**src/rtl/multicycle_control_fsm.sv**
```systemverilog
// Multi-cycle core sequencer: walks each instruction through fetch/decode/execute/
// memory/writeback and drives datapath mux selects, write enables and ALUOp.
module multicycle_control_fsm #(
   parameter int ALUOP_WIDTH = 3
) (
   input  logic                   clk,
   input  logic                   rst,
   input  logic [6:0]             opcode,
   input  logic                   mem_ready,
   output logic                   pc_write,
   output logic                   branch_en,
   output logic                   ir_write,
   output logic                   reg_write,
   output logic                   mem_req,
   output logic                   mem_we,
   output logic                   adr_src,
   output logic [1:0]             alu_src_a,
   output logic [1:0]             alu_src_b,
   output logic [1:0]             result_src,
   output logic [ALUOP_WIDTH-1:0] ALUOp,
   output logic                   illegal_instr
);

   localparam logic [3:0] S_FETCH   = 4'd0;
   localparam logic [3:0] S_DECODE  = 4'd1;
   localparam logic [3:0] S_MEM_ADR = 4'd2;
   localparam logic [3:0] S_MEM_RD  = 4'd3;
   localparam logic [3:0] S_MEM_WB  = 4'd4;
   localparam logic [3:0] S_MEM_WR  = 4'd5;
   localparam logic [3:0] S_EXEC_R  = 4'd6;
   localparam logic [3:0] S_EXEC_I  = 4'd7;
   localparam logic [3:0] S_ALU_WB  = 4'd8;
   localparam logic [3:0] S_BRANCH  = 4'd9;
   localparam logic [3:0] S_JAL     = 4'd10;
   localparam logic [3:0] S_JALR    = 4'd11;
   localparam logic [3:0] S_LUI     = 4'd12;
   localparam logic [3:0] S_AUIPC   = 4'd13;
   localparam logic [3:0] S_JALR_WB = 4'd14;

   localparam logic [6:0] OP_LOAD  = 7'b0000011;
   localparam logic [6:0] OP_STORE = 7'b0100011;
   localparam logic [6:0] OP_R     = 7'b0110011;
   localparam logic [6:0] OP_I     = 7'b0010011;
   localparam logic [6:0] OP_BR    = 7'b1100011;
   localparam logic [6:0] OP_JAL   = 7'b1101111;
   localparam logic [6:0] OP_JALR  = 7'b1100111;
   localparam logic [6:0] OP_LUI   = 7'b0110111;
   localparam logic [6:0] OP_AUIPC = 7'b0010111;

   localparam logic [ALUOP_WIDTH-1:0] ALU_RI   = ALUOP_WIDTH'(0);
   localparam logic [ALUOP_WIDTH-1:0] ALU_JALR = ALUOP_WIDTH'(1);
   localparam logic [ALUOP_WIDTH-1:0] ALU_S    = ALUOP_WIDTH'(2);
   localparam logic [ALUOP_WIDTH-1:0] ALU_SB   = ALUOP_WIDTH'(3);
   localparam logic [ALUOP_WIDTH-1:0] ALU_U    = ALUOP_WIDTH'(4);
   localparam logic [ALUOP_WIDTH-1:0] ALU_UJ   = ALUOP_WIDTH'(5);

   logic [3:0] state_q, state_d;

   always_ff @(posedge clk or posedge rst) begin
      if (rst) state_q <= S_FETCH;
      else     state_q <= state_d;
   end

   always_comb begin
      state_d       = state_q;
      pc_write      = 1'b0;
      branch_en     = 1'b0;
      ir_write      = 1'b0;
      reg_write     = 1'b0;
      mem_req       = 1'b0;
      mem_we        = 1'b0;
      adr_src       = 1'b0;
      alu_src_a     = 2'd0;
      alu_src_b     = 2'd0;
      result_src    = 2'd0;
      ALUOp         = ALU_RI;
      illegal_instr = 1'b0;
      case (state_q)
         S_FETCH: begin
            // PC+4 goes through the U-class (plain ADD) path
            mem_req   = 1'b1;
            alu_src_b = 2'd2;
            ALUOp     = ALU_U;
            if (mem_ready) begin
               ir_write = 1'b1;
               pc_write = 1'b1;
               state_d  = S_DECODE;
            end
         end
         S_DECODE: begin
            alu_src_a = 2'd1;
            alu_src_b = 2'd1;
            ALUOp     = ALU_UJ;
            case (opcode)
               OP_LOAD, OP_STORE: state_d = S_MEM_ADR;
               OP_R:              state_d = S_EXEC_R;
               OP_I:              state_d = S_EXEC_I;
               OP_BR:             state_d = S_BRANCH;
               OP_JAL:            state_d = S_JAL;
               OP_JALR:           state_d = S_JALR;
               OP_LUI:            state_d = S_LUI;
               OP_AUIPC:          state_d = S_AUIPC;
               default: begin
                  illegal_instr = 1'b1;
                  state_d       = S_FETCH;
               end
            endcase
         end
         S_MEM_ADR: begin
            alu_src_a = 2'd2;
            alu_src_b = 2'd1;
            ALUOp     = ALU_S;
            state_d   = opcode[5] ? S_MEM_WR : S_MEM_RD;
         end
         S_MEM_RD: begin
            mem_req = 1'b1;
            adr_src = 1'b1;
            if (mem_ready) state_d = S_MEM_WB;
         end
         S_MEM_WB: begin
            reg_write  = 1'b1;
            result_src = 2'd1;
            state_d    = S_FETCH;
         end
         S_MEM_WR: begin
            mem_req = 1'b1;
            mem_we  = 1'b1;
            adr_src = 1'b1;
            if (mem_ready) state_d = S_FETCH;
         end
         S_EXEC_R: begin
            alu_src_a = 2'd2;
            state_d   = S_ALU_WB;
         end
         S_EXEC_I: begin
            alu_src_a = 2'd2;
            alu_src_b = 2'd1;
            state_d   = S_ALU_WB;
         end
         S_ALU_WB: begin
            reg_write = 1'b1;
            state_d   = S_FETCH;
         end
         S_BRANCH: begin
            alu_src_a = 2'd2;
            ALUOp     = ALU_SB;
            branch_en = 1'b1;
            state_d   = S_FETCH;
         end
         S_JAL: begin
            alu_src_a  = 2'd1;
            alu_src_b  = 2'd2;
            ALUOp      = ALU_UJ;
            reg_write  = 1'b1;
            result_src = 2'd2;
            pc_write   = 1'b1;
            state_d    = S_FETCH;
         end
         S_JALR: begin
            alu_src_a  = 2'd2;
            alu_src_b  = 2'd1;
            ALUOp      = ALU_JALR;
            pc_write   = 1'b1;
            result_src = 2'd2;
            state_d    = S_JALR_WB;
         end
         S_JALR_WB: begin
            // link write of old PC+4, after the PC has already been redirected
            alu_src_a  = 2'd1;
            alu_src_b  = 2'd2;
            ALUOp      = ALU_UJ;
            reg_write  = 1'b1;
            result_src = 2'd2;
            state_d    = S_FETCH;
         end
         S_LUI: begin
            alu_src_b = 2'd1;
            ALUOp     = ALU_U;
            state_d   = S_ALU_WB;
         end
         S_AUIPC: begin
            alu_src_a = 2'd1;
            alu_src_b = 2'd1;
            ALUOp     = ALU_U;
            state_d   = S_ALU_WB;
         end
         default: state_d = S_FETCH;
      endcase
      // outputs are forced quiet for the whole reset assertion, not just after the edge
      if (rst) begin
         pc_write      = 1'b0;
         branch_en     = 1'b0;
         ir_write      = 1'b0;
         reg_write     = 1'b0;
         mem_req       = 1'b0;
         mem_we        = 1'b0;
         adr_src       = 1'b0;
         alu_src_a     = 2'd0;
         alu_src_b     = 2'd0;
         result_src    = 2'd0;
         ALUOp         = ALU_RI;
         illegal_instr = 1'b0;
      end
   end

endmodule
```
**config.mk**
```make
export PLATFORM = sky130hd
export DESIGN_NAME = multicycle_control_fsm
export DESIGN_NICKNAME = d
export VERILOG_FILES = /design/src/rtl/multicycle_control_fsm.sv
export SDC_FILE = /design/constraint.sdc
export NUM_CORES = 1
export LEC_CHECK = 0
export BUFFER_PORTS_ARGS = -buffer_cell sky130_fd_sc_hd__buf_2
export CORE_AREA = 5 5 42 44
export CTS_BUF_LIST = sky130_fd_sc_hd__clkbuf_8
export DETAILED_ROUTE_END_ITERATION = 6
export DIE_AREA = 0 0 47 49
export PLACE_DENSITY = 0.78
export REMOVE_ABC_BUFFERS = 1
export SLEW_MARGIN = 20
export SYNTH_ARGS = -nofsm -noshare
export SYNTH_HDL_FRONTEND = slang
export SYNTH_SLANG_ARGS = --single-unit
```
**constraint.sdc**
```tcl
create_clock -name clk -period 2.9 [get_ports clk]
set_input_delay 0.435 -clock clk [delete_from_list [all_inputs] [get_ports clk]]
set_output_delay 0.435 -clock clk [all_outputs]
set_load 0.01 [all_outputs]
```
# Word level (Yosys, flattened, before mapping)
# Cells that the tools add are included.
totals:
  latch_bits: 0
  output_inout_bits: 17
  mem_bits_ro: 0
  regBits: 4
  inputBits: 10
  n_memories: 0
  word_cells: 75
  ram_bits: 0
classes:
  mux: 32
  shift: 0
  multipliers: 0
  div: 0
  n_bitwise: 0
  n_reduce_logical: 16
  n_addsub: 0
  n_eq_ne: 26
  order_cmp: 0
op_table:
  columns: ["cell", "n"]
  rows:
  - ["$pmux 4 s8", 1]
  - ["$eq 4x4->1 const B", 7]
  - ["$pmux 4 s7", 1]
  - ["$eq 7x6->1 const B", 3]
  - ["$eq 7x7->1 const B", 3]
  - ["$mux 1", 17]
  - ["$eq 4x3->1 const B", 4]
  - ["$pmux 3 s5", 1]
  - ["$reduce_or 3->1", 5]
  - ["$eq 7x5->1 const B", 2]
  - ["$mux 4", 3]
  - ["$pmux 2 s2", 3]
  - ["$reduce_or 4->1", 3]
  - ["$reduce_or 9->1", 1]
  - ["$eq 4x2->1 const B", 2]
  - ["$eq 7x2->1 const B", 1]
  - ["$mux 2", 3]
  - ["$mux 3", 2]
  - ["$ne 2x2->1 const B", 3]
  - ["$reduce_or 2->1", 3]
  - ["$reduce_or 6->1", 1]
  - ["$reduce_or 5->1", 1]
  - ["$eq 4x1->1 const B", 1]
  - ["$logic_not 4->1", 1]
  - ["2 further kinds", 2]

# Depth between registers and ports, before layout
# Gate-level depths: netlist of the first run.
logic_depth:
  depth_word: 5
  ltp_mapped: 5
  ltp_nobuf: 4

# Least setup slack after synthesis of the first run
# No wires, ideal clock.
synth_path:
  path_type: "reg-to-output"
  start: "register state_q[0]"
  end: "output ALUOp[0]"
  t_arrival_ns: 1.348
  path_buffers: 1
  setup_slack_ns: 1.117
  required_ns: 2.465
  path_stages_with_launch: 3
  path_cell_list: "dfrtp_1 clkbuf_1 a2111oi_0"
synth_via:
  elab_chain_cells: 4
  elab_cells_between_ends: 13
  classes_between: "eq/ne: 8; mux: 2; reduce/logical: 3"
synth_lines:
  columns: ["item", "line", "text"]
  rows:
  - ["from (decl)", "57", "logic [3:0] state_q, state_d;"]
  - ["from (signal assigned)", "61", "else state_q <= state_d;"]
  - ["$eq 4x4->1, or another cell as far along", "78", "case (state_q)"]
  - ["$reduce_or 3->1 (no line)", null, null]
  - ["$pmux 3 s5 *", "78", null]
  - ["$mux 3 *", "190", "if (rst) begin"]
  - ["to (decl)", "20", "output logic [ALUOP_WIDTH-1:0] ALUOp,"]
# Every way passes the cells marked *; elsewhere a longest branch is shown, timed or not.

# Final worst setup path of the first run
layout_path:
  start: "register state_q[3]"
  end: "output pc_write"
layout_via:
  elab_chain_cells: 4
  elab_cells_between_ends: 6
  classes_between: "eq/ne: 2; mux: 2; reduce/logical: 2"
layout_lines:
  columns: ["item", "line", "text"]
  rows:
  - ["$eq 4x4->1", "78", null]
  - ["$reduce_or 2->1 (no line)", null, null]
  - ["$pmux 1 s2 *", "78", null]
  - ["$mux 1 *", "190", null]
  - ["to (decl)", "10", "output logic pc_write,"]
# Marks and branches as above.

==> results of run 1 <==
power by group:
part	leakage, uW	switching [uW]	total [uW]	internal [uW]
sequential	0.0000542	14.7	73.6	58.9
combinational	0.000308	51.4	96.0	44.5
clock	0.0000216	27.1	115	88.3
total	0.000384	93.1	285	192
through the flow:
step / hold slack (ps) / std cells / area, um^2 / utilization
after floorplan: 223 / 88 / 628 / -
after global placement: 448 / 130 / 778 / 0.555
after detailed placement: 455 / 130 / 778 / 0.555
after CTS: 229 / 133 / 820 / 0.585
after global routing: 262 / 133 / 820 / 0.585
final: 237 / 133 / 820 / 0.585
Yosys cell counts (2+ instances only):
cell type | n | area [um^2]
a211oi_1 | 3 | 22.5
nand2_1 | 8 | 30.0
dfrtp_1 | 4 | 100
a21oi_1 | 9 | 45.0
or3_1 | 2 | 12.5
buf_2 | 3 | 15.0
nor2b_1 | 5 | 31.3
nand2b_1 | 8 | 50.1
a22oi_1 | 2 | 15.0
nor3_1 | 5 | 25.0
clkbuf_1 | 4 | 15.0
a31oi_1 | 2 | 12.5
mux2i_1 | 2 | 20.0
o21ai_0 | 3 | 15.0
inv_1 | 2 | 7.51
nor4b_1 | 2 | 17.5
nor2_1 | 10 | 37.5
cells by family after synthesis:
kind of cell    synth area share
simple gates               0.413
compound gates             0.321
buf+inv                   0.0570
flops                      0.152
xor+xnor                  0.0266
mux                       0.0304
per-layer routing:
| metal | vias to the layer above | wire length (um) |
|---|---|---|
| met2 | 15 | 856 |
| met3 | 5 | 73 |
| met5 | - | 0 |
| li1 | 398 | - |
| met4 | 0 | 46 |
| met1 | 372 | 788 |
cell type report:
cell class / count / area share
inverter: 2 / 0.00916
tap: 16 / 0.0244
clock buffer: 3 / 0.0504
timing repair buffer: 26 / 0.159
multi-input combinational: 82 / 0.635
sequential: 4 / 0.122
critical path, cell delays in order, from the launching register on:
cell and delay (ps):
dfrtp_1 760, nor2_1 240, and4_1 260, a31o_2 210, buf_2 130
final timing paths:
| check | end | slack, ps | cells after the start |
|---|---|---|---|
| worst max-delay path | pc_write | 640 | 4 |
| worst max register to register | state_q[2] | 1110 | 4 |
| worst min register to register | state_q[3] | 850 | 2 |
| worst min-delay path | state_q[1] | 240 | 2 |
| min in group clk | state_q[1] | 530 | 3 |
| max in group asynchronous | state_q[2] | 2470 | 2 |
==> results.md, run 1 <==
* Yosys warns at 0
* Post-synthesis instance total at 95
* Final Hold Violating Endpoints at 0
* Top reg by flops: state_q
* Met1 usage at 0.234
* Worst skew pair latency at 220 ps
* Pwr/cell area at 348 nW/um^2
* Synth Flop Type: dfrtp_1
* Status: finished clean
* Root Driver: clkbuf_8
* Final WS setup at 641 ps
* GRT Residual Overflow at 0
* Worst EP required at 2470 ps
* Drc violations at 0
* Starting density of the core at 0.470
* DR pass1 iterations at 4
* Longest Clk Path Bufs at 2
* M2 GR Usage at 0.217
* Share of cells above drive strength 1 at 0.282
* Fin crit share at 0.779
* Post-DRT Antenna Nets at 0
* Endpoints failing setup at 0
* Synthesis-stage register bit count at 4
* Die area at 2300 um^2
* EDFF count, synth at 0
* HP Class: primary input to asynchronous set/reset pin
* Hold Buf Count CTS at 0
* Crit path DAT at 1820 ps
* Crit. Startpoint: state_q[3]
* H-tree Lvls at 1
* WL/cell at 13.3 um
* CORE AREA at 1400 um^2
* Total power at 285 uW
* Measured slew at the worst slew-check pin at 670 ps
* Maximum clock rate at 443 MHz
* Max FFs per register at 4
* Setup TNS at 0 ps
* Layout fillers at 135
* Commonest non-fill, non-tap cell in the layout: buf_2
* CTS tree: built
* Avg Cell Area, Syn at 6.93 um^2
* Slew headroom at 0.554
* Most frequent cells in the layout: buf_2, nor2_1, a21oi_1
* Initial antenna violation count at 0
* Total of max-cap violations at 0
* Vias in the first global route at 650
* Final WL at 1770 um
* Detail Placement HPWL at 1290 um
* GP Congestion at 0.834
* Synth unique cells at 38
* Sink Count at 4
* Most Crowded Layer GR: met1
* Leakage at 0.000384 uW
* Violation count after the first detailed-routing iteration at 20
* Startpoint type of the worst setup path: flip-flop
* I/O Buffers at 26
* Met3 usage at 0.0111
* Reg2reg start: state_q[2]
* Die width at 47 um
* Die Y at 49 um
* Post-synthesis sequential area ratio at 0.152
* Peak VDD IR at 0.155 mV
* I/O Pins at 27
* CP Class: flip-flop to output pin
* # diodes at 0
* # rows at 14
* Placement Setup Slack at 888 ps
* Mapped Area at 658 um^2
* NumNets Final at 129
* RSZ-0062 raised after global routing: false
* Critical path endpoint category: output pin
* Setup bufs post-CTS at 0
* Num CTS Buffers at 3
* First-pass GRT wire length at 2790 um
* P&R area growth vs syn at 24.5%
* Worst-path clk slew at 30 ps
* Slew Limit Fails at 0
* Largest registers: state_q x4
* Post-layout min period at 2260 ps
* Global Route Usage Sum at 0.161
* CP Max Fanout at 23
* Vias per cell at 5.94
* Reg area at 100 um^2
* Via count at 790
* Fin Clk Skew at 2.39 ps
* Multi-input combinational cell area at 520 um^2
* Number of gates resized after cts at 0
* Largest net degree at the start of global routing at 24
* Ys async rst share at 1.00
Power figures use the tool's default switching activity.
==> run 2, diff against run 1 <==
--- a/config.mk
+++ b/config.mk
@@ -6,11 +6,11 @@
 export NUM_CORES = 1
 export LEC_CHECK = 0
 export BUFFER_PORTS_ARGS = -buffer_cell sky130_fd_sc_hd__buf_2
-export CORE_AREA = 5 5 42 44
+export CORE_MARGIN = 5
+export CORE_UTILIZATION = 49
 export CTS_BUF_LIST = sky130_fd_sc_hd__clkbuf_8
 export DETAILED_ROUTE_END_ITERATION = 6
-export DIE_AREA = 0 0 47 49
-export PLACE_DENSITY = 0.78
+export PLACE_DENSITY = 0.77
 export REMOVE_ABC_BUFFERS = 1
 export SLEW_MARGIN = 20
 export SYNTH_ARGS = -nofsm -noshare
==> constraint.sdc (replaced) <==
create_clock -name clk -period 2.1 [get_ports clk]
set_input_delay 0.315 -clock clk [delete_from_list [all_inputs] [get_ports clk]]
set_output_delay 0.315 -clock clk [all_outputs]
set_load 0.01 [all_outputs]
==> run 2 against run 1 <==
Against the previous run:
- global-route usage grew 3.5 points
- first-iteration DRC count shrank 50%
- combinational power grew 51%
- flip-flop and latch count is the same
- largest cell class unchanged
- clock skew shrank 0.73 ps
- wire length grew 5.2%
- critical endpoint is now alu_src_b[0]
==> results.md, run 2 (synthesis results as in run 1) <==
* Status: finished clean (unchanged)
* CTS tree: built (unchanged)
* Endpoints failing setup at 0 (unchanged)
* Multi-input combinational cell area at 523 um^2 (was 520 um^2)
* Num CTS Buffers at 3 (unchanged)
* Fin crit share at 0.940
* CP Max Fanout at 17 (was 23)
* Pwr/cell area at 475 nW/um^2 (was 348 nW/um^2)
* Worst EP required at 1780 ps (was 2470 ps)
* HP Class: primary input to asynchronous set/reset pin (unchanged)
* Global Route Usage Sum at 0.196 (was 0.161)
* Total of max-cap violations at 0 (unchanged)
* Commonest non-fill, non-tap cell in the layout: buf_2 (unchanged)
* Setup TNS at 0 ps (unchanged)
* Design Area, Final at 853 um^2 (was 820 um^2)
* Largest registers: state_q x4 (unchanged)
* Root Driver: clkbuf_8 (unchanged)
* Via count at 781 (was 790)
* WP depth at 5 (was 4)
* Critical path endpoint: alu_src_b[0] (was pc_write)
* Most frequent cells in the layout: buf_2, nor2_1, a21oi_1 (unchanged)
* CORE AREA at 1280 um^2 (was 1400 um^2)
* Die width at 46.7 um (was 47 um)
* Non-Filler Instances at 136 (was 133)
* Measured slew at the worst slew-check pin at 425 ps (was 670 ps)
* Critical Path Max Stage Delay at 490 ps (was 760 ps)
* Initial antenna violation count at 0 (unchanged)
* Peak VDD IR at 0.362 mV (was 0.155 mV)
* GP Congestion at 0.824 (was 0.834)
* Setup bufs post-CTS at 0 (unchanged)
* Reg area at 103 um^2 (was 100 um^2)
* Crit-path cells: and2b_4 > nor3_1 > a211o_1 > a21oi_1 > buf_2 (was nor2_1 > and4_1 > a31o_2 > buf_2)
* Final WL at 1860 um (was 1770 um)
* Violation count after the first detailed-routing iteration at 10 (was 20)
* DR pass1 iterations at 4 (unchanged)
* Worst R2R Setup Slack at 460 ps (was 1110 ps)
* Longest Clk Path Bufs at 2 (unchanged)
* Final Hold Violating Endpoints at 0 (unchanged)
* # rows at 13 (was 14)
* Detail Placement HPWL at 1390 um (was 1290 um)
* Vias in the first global route at 707 (was 650)
* First-pass GRT wire length at 3090 um (was 2790 um)
* Critical path endpoint category: output pin (unchanged)
* Leakage at 0.000403 uW (was 0.000384 uW)
* RSZ-0062 raised after global routing: false (unchanged)
* Delay-heaviest family, CP: flip-flops (unchanged)
* CP Buf/Inv Count at 1 (unchanged)
* Sink Count at 4 (unchanged)
* Crit. Startpoint: state_q[1] (was state_q[3])
* Worst skew pair latency at 220 ps (about the same)
* Worst path slowest cell: dfrtp_2 (was dfrtp_1)
* NumNets Final at 133 (was 129)
* Post-DRT Antenna Nets at 0 (unchanged)
* I/O Buffers at 26 (unchanged)
* Slew headroom at 0.716 (was 0.554)
* Fin Clk Skew at 1.66 ps (was 2.39 ps)
* Placed cells at 133 (was 130)
* Crit Reg-Reg Endpoint: state_q[0] (was state_q[2])
* Vias per cell at 5.74 (was 5.94)
* Largest net degree at the start of global routing at 18 (was 24)
* Top reg by flops: state_q (unchanged)
* Post-layout min period at 1970 ps
* Dpl cell area at 807 um^2 (was 778 um^2)
* GRT Residual Overflow at 0 (unchanged)
* Die area at 2180 um^2 (was 2300 um^2)
* Drc violations at 0 (unchanged)
* # diodes at 0 (unchanged)
* H-tree Lvls at 1 (unchanged)
* Layout fillers at 124 (was 135)
* Crit path DAT at 1660 ps (was 1820 ps)
* Startpoint type of the worst setup path: flip-flop (unchanged)
* Number of gates resized after cts at 0 (unchanged)
* Share of cells above drive strength 1 at 0.331 (was 0.282)
* P&R area growth vs syn at 29.7% (was 24.5%)
* I/O Pins at 27 (unchanged)
* Starting density of the core at 0.512 (was 0.470)
* Maximum clock rate at 507 MHz
* Slew Limit Fails at 0 (unchanged)
* Hold Buf Count CTS at 0 (unchanged)
* Die Y at 46.7 um (was 49 um)
* Reg2reg start: state_q[3] (was state_q[2])
* WL/cell at 13.7 um (was 13.3 um)
* Worst-path clk slew at 30 ps (about the same)
* Max FFs per register at 4 (unchanged)
* Reg2Reg Depth at 4 (unchanged)
* CP Class: flip-flop to output pin (unchanged)
==> run 2: changes by cell type in the layout (fill, tap and decap cells not counted), sizes merged <==
cell / change
buf: +4
==> run 2: how the worst min path moves through the flow <==
stage / depth (start not counted) / endpoint
after floorplan: 1 / state_q[0]
after global placement: 2 / state_q[3]
after detailed placement: 2 / state_q[2]
after CTS: 2 / state_q[2]
after global routing: 2 / state_q[2]
final: 2 / state_q[2]
==> run 2: metrics by stage <==
stage	hold slack [ps]	total power (uW)	setup WS, ps	util
global route	154	435	24.4	0.664
floorplan	103	183	349	-
global placement	338	237	322	0.628
finish	125	406	126	0.664
detailed placement	347	240	275	0.628
CTS	114	408	43.9	0.660
==> run 2: cell type report <==
| class | count | share of cell area |
|---|---|---|
| Sequential cell | 4 | 0.120 |
| Clock buffer | 3 | 0.0484 |
| Inverter | 2 | 0.00880 |
| Timing Repair Buffer | 30 | 0.188 |
| Multi-Input combinational cell | 82 | 0.613 |
| Tap cell | 15 | 0.0220 |
==> run 2: where the power goes <==
part           internal, uW  switching (uW)  leakage [uW]
registers              82.2            14.2     0.0000513
logic                  66.3            78.5      0.000330
clock network           122            42.0     0.0000216
total                   271             135      0.000403
==> run 2: layer usage <==
layer | share of wire | track usage | routed length [um] | up-vias
met5 | 0 | 0 | 0 | -
met4 | 0.0043 | 0.0552 | 8 | 0
met3 | 0.072 | 0.0469 | 134 | 3
met2 | 0.46 | 0.308 | 855 | 27
met1 | 0.46 | 0.266 | 858 | 344
li1 | - | - | - | 407
==> run 3, diff against run 2 <==
--- a/config.mk
+++ b/config.mk
@@ -5,7 +5,7 @@
 export SDC_FILE = /design/constraint.sdc
 export NUM_CORES = 1
 export LEC_CHECK = 0
-export BUFFER_PORTS_ARGS = -buffer_cell sky130_fd_sc_hd__buf_2
+export BUFFER_PORTS_ARGS = -buffer_cell sky130_fd_sc_hd__buf_4
 export CORE_MARGIN = 5
 export CORE_UTILIZATION = 49
 export CTS_BUF_LIST = sky130_fd_sc_hd__clkbuf_8
==> run 3 against run 2 <==
Against the previous run:
- clock skew is 7.0 ps higher
- flip-flop and latch count is the same
- register-to-register slack got worse by 100 ps
- clock power increased by 2%
- critical path depth decreased by 2
- sequential share of layout area shrank 0.88 points
- worst hold slack lost 36 ps
- non-clock buffer count did not move
- sequential power decreased by 0.5%
- die area did not move
==> results.md, run 3 (synthesis results as in run 1) <==
* Crit. Startpoint: state_q[3] (was state_q[1])
* Detail Placement HPWL at 1520 um (was 1390 um)
* # rows at 13 (unchanged)
* Initial antenna violation count at 0 (unchanged)
* Crit-path cells: nor2b_1 > a2111oi_0 > buf_4 (was and2b_4 > nor3_1 > a211o_1 > a21oi_1 > buf_2)
* Peak VDD IR at 0.376 mV (was 0.362 mV)
* Critical path endpoint category: output pin (unchanged)
* Post-layout util at 0.717 (was 0.664)
* H-tree Lvls at 1 (unchanged)
* Post-DRT Antenna Nets at 0 (unchanged)
* WP depth at 3 (was 5)
* I/O Pins at 27 (unchanged)
* Endpoints failing setup at 0 (unchanged)
* Dpl cell area at 872 um^2 (was 807 um^2)
* Violation count after the first detailed-routing iteration at 40 (was 10)
* HP Class: primary input to asynchronous set/reset pin (unchanged)
* CP Buf/Inv Count at 1 (unchanged)
* Slew Limit Fails at 0 (unchanged)
* Measured slew at the worst slew-check pin at 429 ps (was 425 ps)
* DR pass1 iterations at 4 (unchanged)
* CP Max Fanout at 15 (was 17)
* Reg2Reg Depth at 5 (was 4)
* Die area at 2180 um^2 (unchanged)
* Share of cells above drive strength 1 at 0.331 (unchanged)
* Top reg by flops: state_q (unchanged)
* Worst skew pair latency at 220 ps (about the same)
* Most frequent cells in the layout: buf_4, nor2_1, a21oi_1 (was buf_2, nor2_1, a21oi_1)
* Largest net degree at the start of global routing at 18 (unchanged)
* Sink Count at 4 (unchanged)
* Post-layout min period at 1980 ps (was 1970 ps)
* # diodes at 0 (unchanged)
* Largest registers: state_q x4 (unchanged)
* WL/cell at 14.4 um (was 13.7 um)
* Worst R2R Setup Slack at 360 ps (was 460 ps)
* Global Route Usage Sum at 0.202 (was 0.196)
* NumNets Final at 133 (unchanged)
* Crit path DAT at 1670 ps (was 1660 ps)
* Num CTS Buffers at 3 (unchanged)
* Final WL at 1950 um (was 1860 um)
* Commonest non-fill, non-tap cell in the layout: buf_4 (was buf_2)
* Drc violations at 0 (unchanged)
* GP Congestion at 0.791 (was 0.824)
* Maximum clock rate at 505 MHz (was 507 MHz)
* Leakage at 0.000413 uW (was 0.000403 uW)
* Final WS setup at 118 ps (was 126 ps)
* Vias in the first global route at 742 (was 707)
* Slew headroom at 0.707 (was 0.716)
* CORE AREA at 1280 um^2 (unchanged)
* Worst EP required at 1780 ps (about the same)
* Fin crit share at 0.944 (was 0.940)
* Via count at 812 (was 781)
* Die width at 46.7 um (unchanged)
* Starting density of the core at 0.512 (unchanged)
* Final Hold Violating Endpoints at 0 (unchanged)
* First-pass GRT wire length at 3150 um (was 3090 um)
* Hold Buf Count CTS at 0 (unchanged)
* Worst-path clk slew at 40 ps (was 30 ps)
* Total of max-cap violations at 0 (unchanged)
* Longest Clk Path Bufs at 2 (unchanged)
* Fin Clk Skew at 8.62 ps (was 1.66 ps)
* Worst path slowest cell: dfrtp_1 (was dfrtp_2)
* Setup bufs post-CTS at 0 (unchanged)
* Reg2reg start: state_q[2] (was state_q[3])
* Critical Path Max Stage Delay at 620 ps (was 490 ps)
* Design Area, Final at 921 um^2 (was 853 um^2)
* Max FFs per register at 4 (unchanged)
* P&R area growth vs syn at 39.9% (was 29.7%)
* Vias per cell at 5.97 (was 5.74)
* Status: finished clean (unchanged)
* I/O Buffers at 26 (unchanged)
* Die Y at 46.7 um (unchanged)
* RSZ-0062 raised after global routing: false (unchanged)
* Delay-heaviest family, CP: flip-flops (unchanged)
* CTS tree: built (unchanged)
* GRT Residual Overflow at 0 (unchanged)
* Startpoint type of the worst setup path: flip-flop (unchanged)
* Setup TNS at 0 ps (unchanged)
* Placement Setup Slack at 320 ps (was 275 ps)
* CP Class: flip-flop to output pin (unchanged)
* Pwr/cell area at 465 nW/um^2 (was 475 nW/um^2)
* Root Driver: clkbuf_8 (unchanged)
==> run 3: per-layer routing <==
layer  track usage  routed length (um)
met5             0                   0
met4        0.0718                  31
met3        0.0430                 148
met2         0.335                 916
met1         0.254                 857
==> run 3: cell type report <==
| class | instances | area, um^2 |
|---|---|---|
| Multi-Input combinational cell | 82 | 526 |
| Clock buffer | 3 | 41.3 |
| Sequential cell | 4 | 103 |
| Timing Repair Buffer | 30 | 225 |
| Fill cell | 106 | 364 |
| Tap cell | 15 | 18.8 |
| Inverter | 2 | 7.51 |
==> run 3: what timing repair did <==
action,in CTS,in global routing
gates resized for setup,0,3
endpoints found under the setup margin,0,2
hold endpoints to repair,0,0
==> run 3: final timing paths <==
| path | end |
|---|---|
| setup / recovery | ALUOp[0] |
| hold / removal | state_q[3] |
| setup reg to reg | state_q[0] |
| hold reg to reg | state_q[3] |
| max in group asynchronous | state_q[0] |
| min in group clk | state_q[0] |
==> run 3: worst register-to-register path, stage by stage (launching register included) <==
cell,delay [ps]
dfrtp_1,450
buf_4,200
nor2_1,280
nand4_4,170
or3_1,370
a21oi_1,170
==> run 3: where the power goes <==
part | internal [uW] | leakage, uW | switching, uW | total, uW
logic | 82.2 | 0.000340 | 82.7 | 165
clock network | 123 | 0.0000216 | 45.0 | 168
registers | 82.2 | 0.0000513 | 13.8 | 96.0
==> run 3: stage by stage <==
step / std cells / power, uW / hold slack [ps]
floorplan: 88 / 183 / 103
global placement: 133 / 255 / 314
detailed placement: 133 / 259 / 323
CTS: 136 / 426 / 92.0
global route: 136 / 459 / 109
finish: 136 / 429 / 88.9
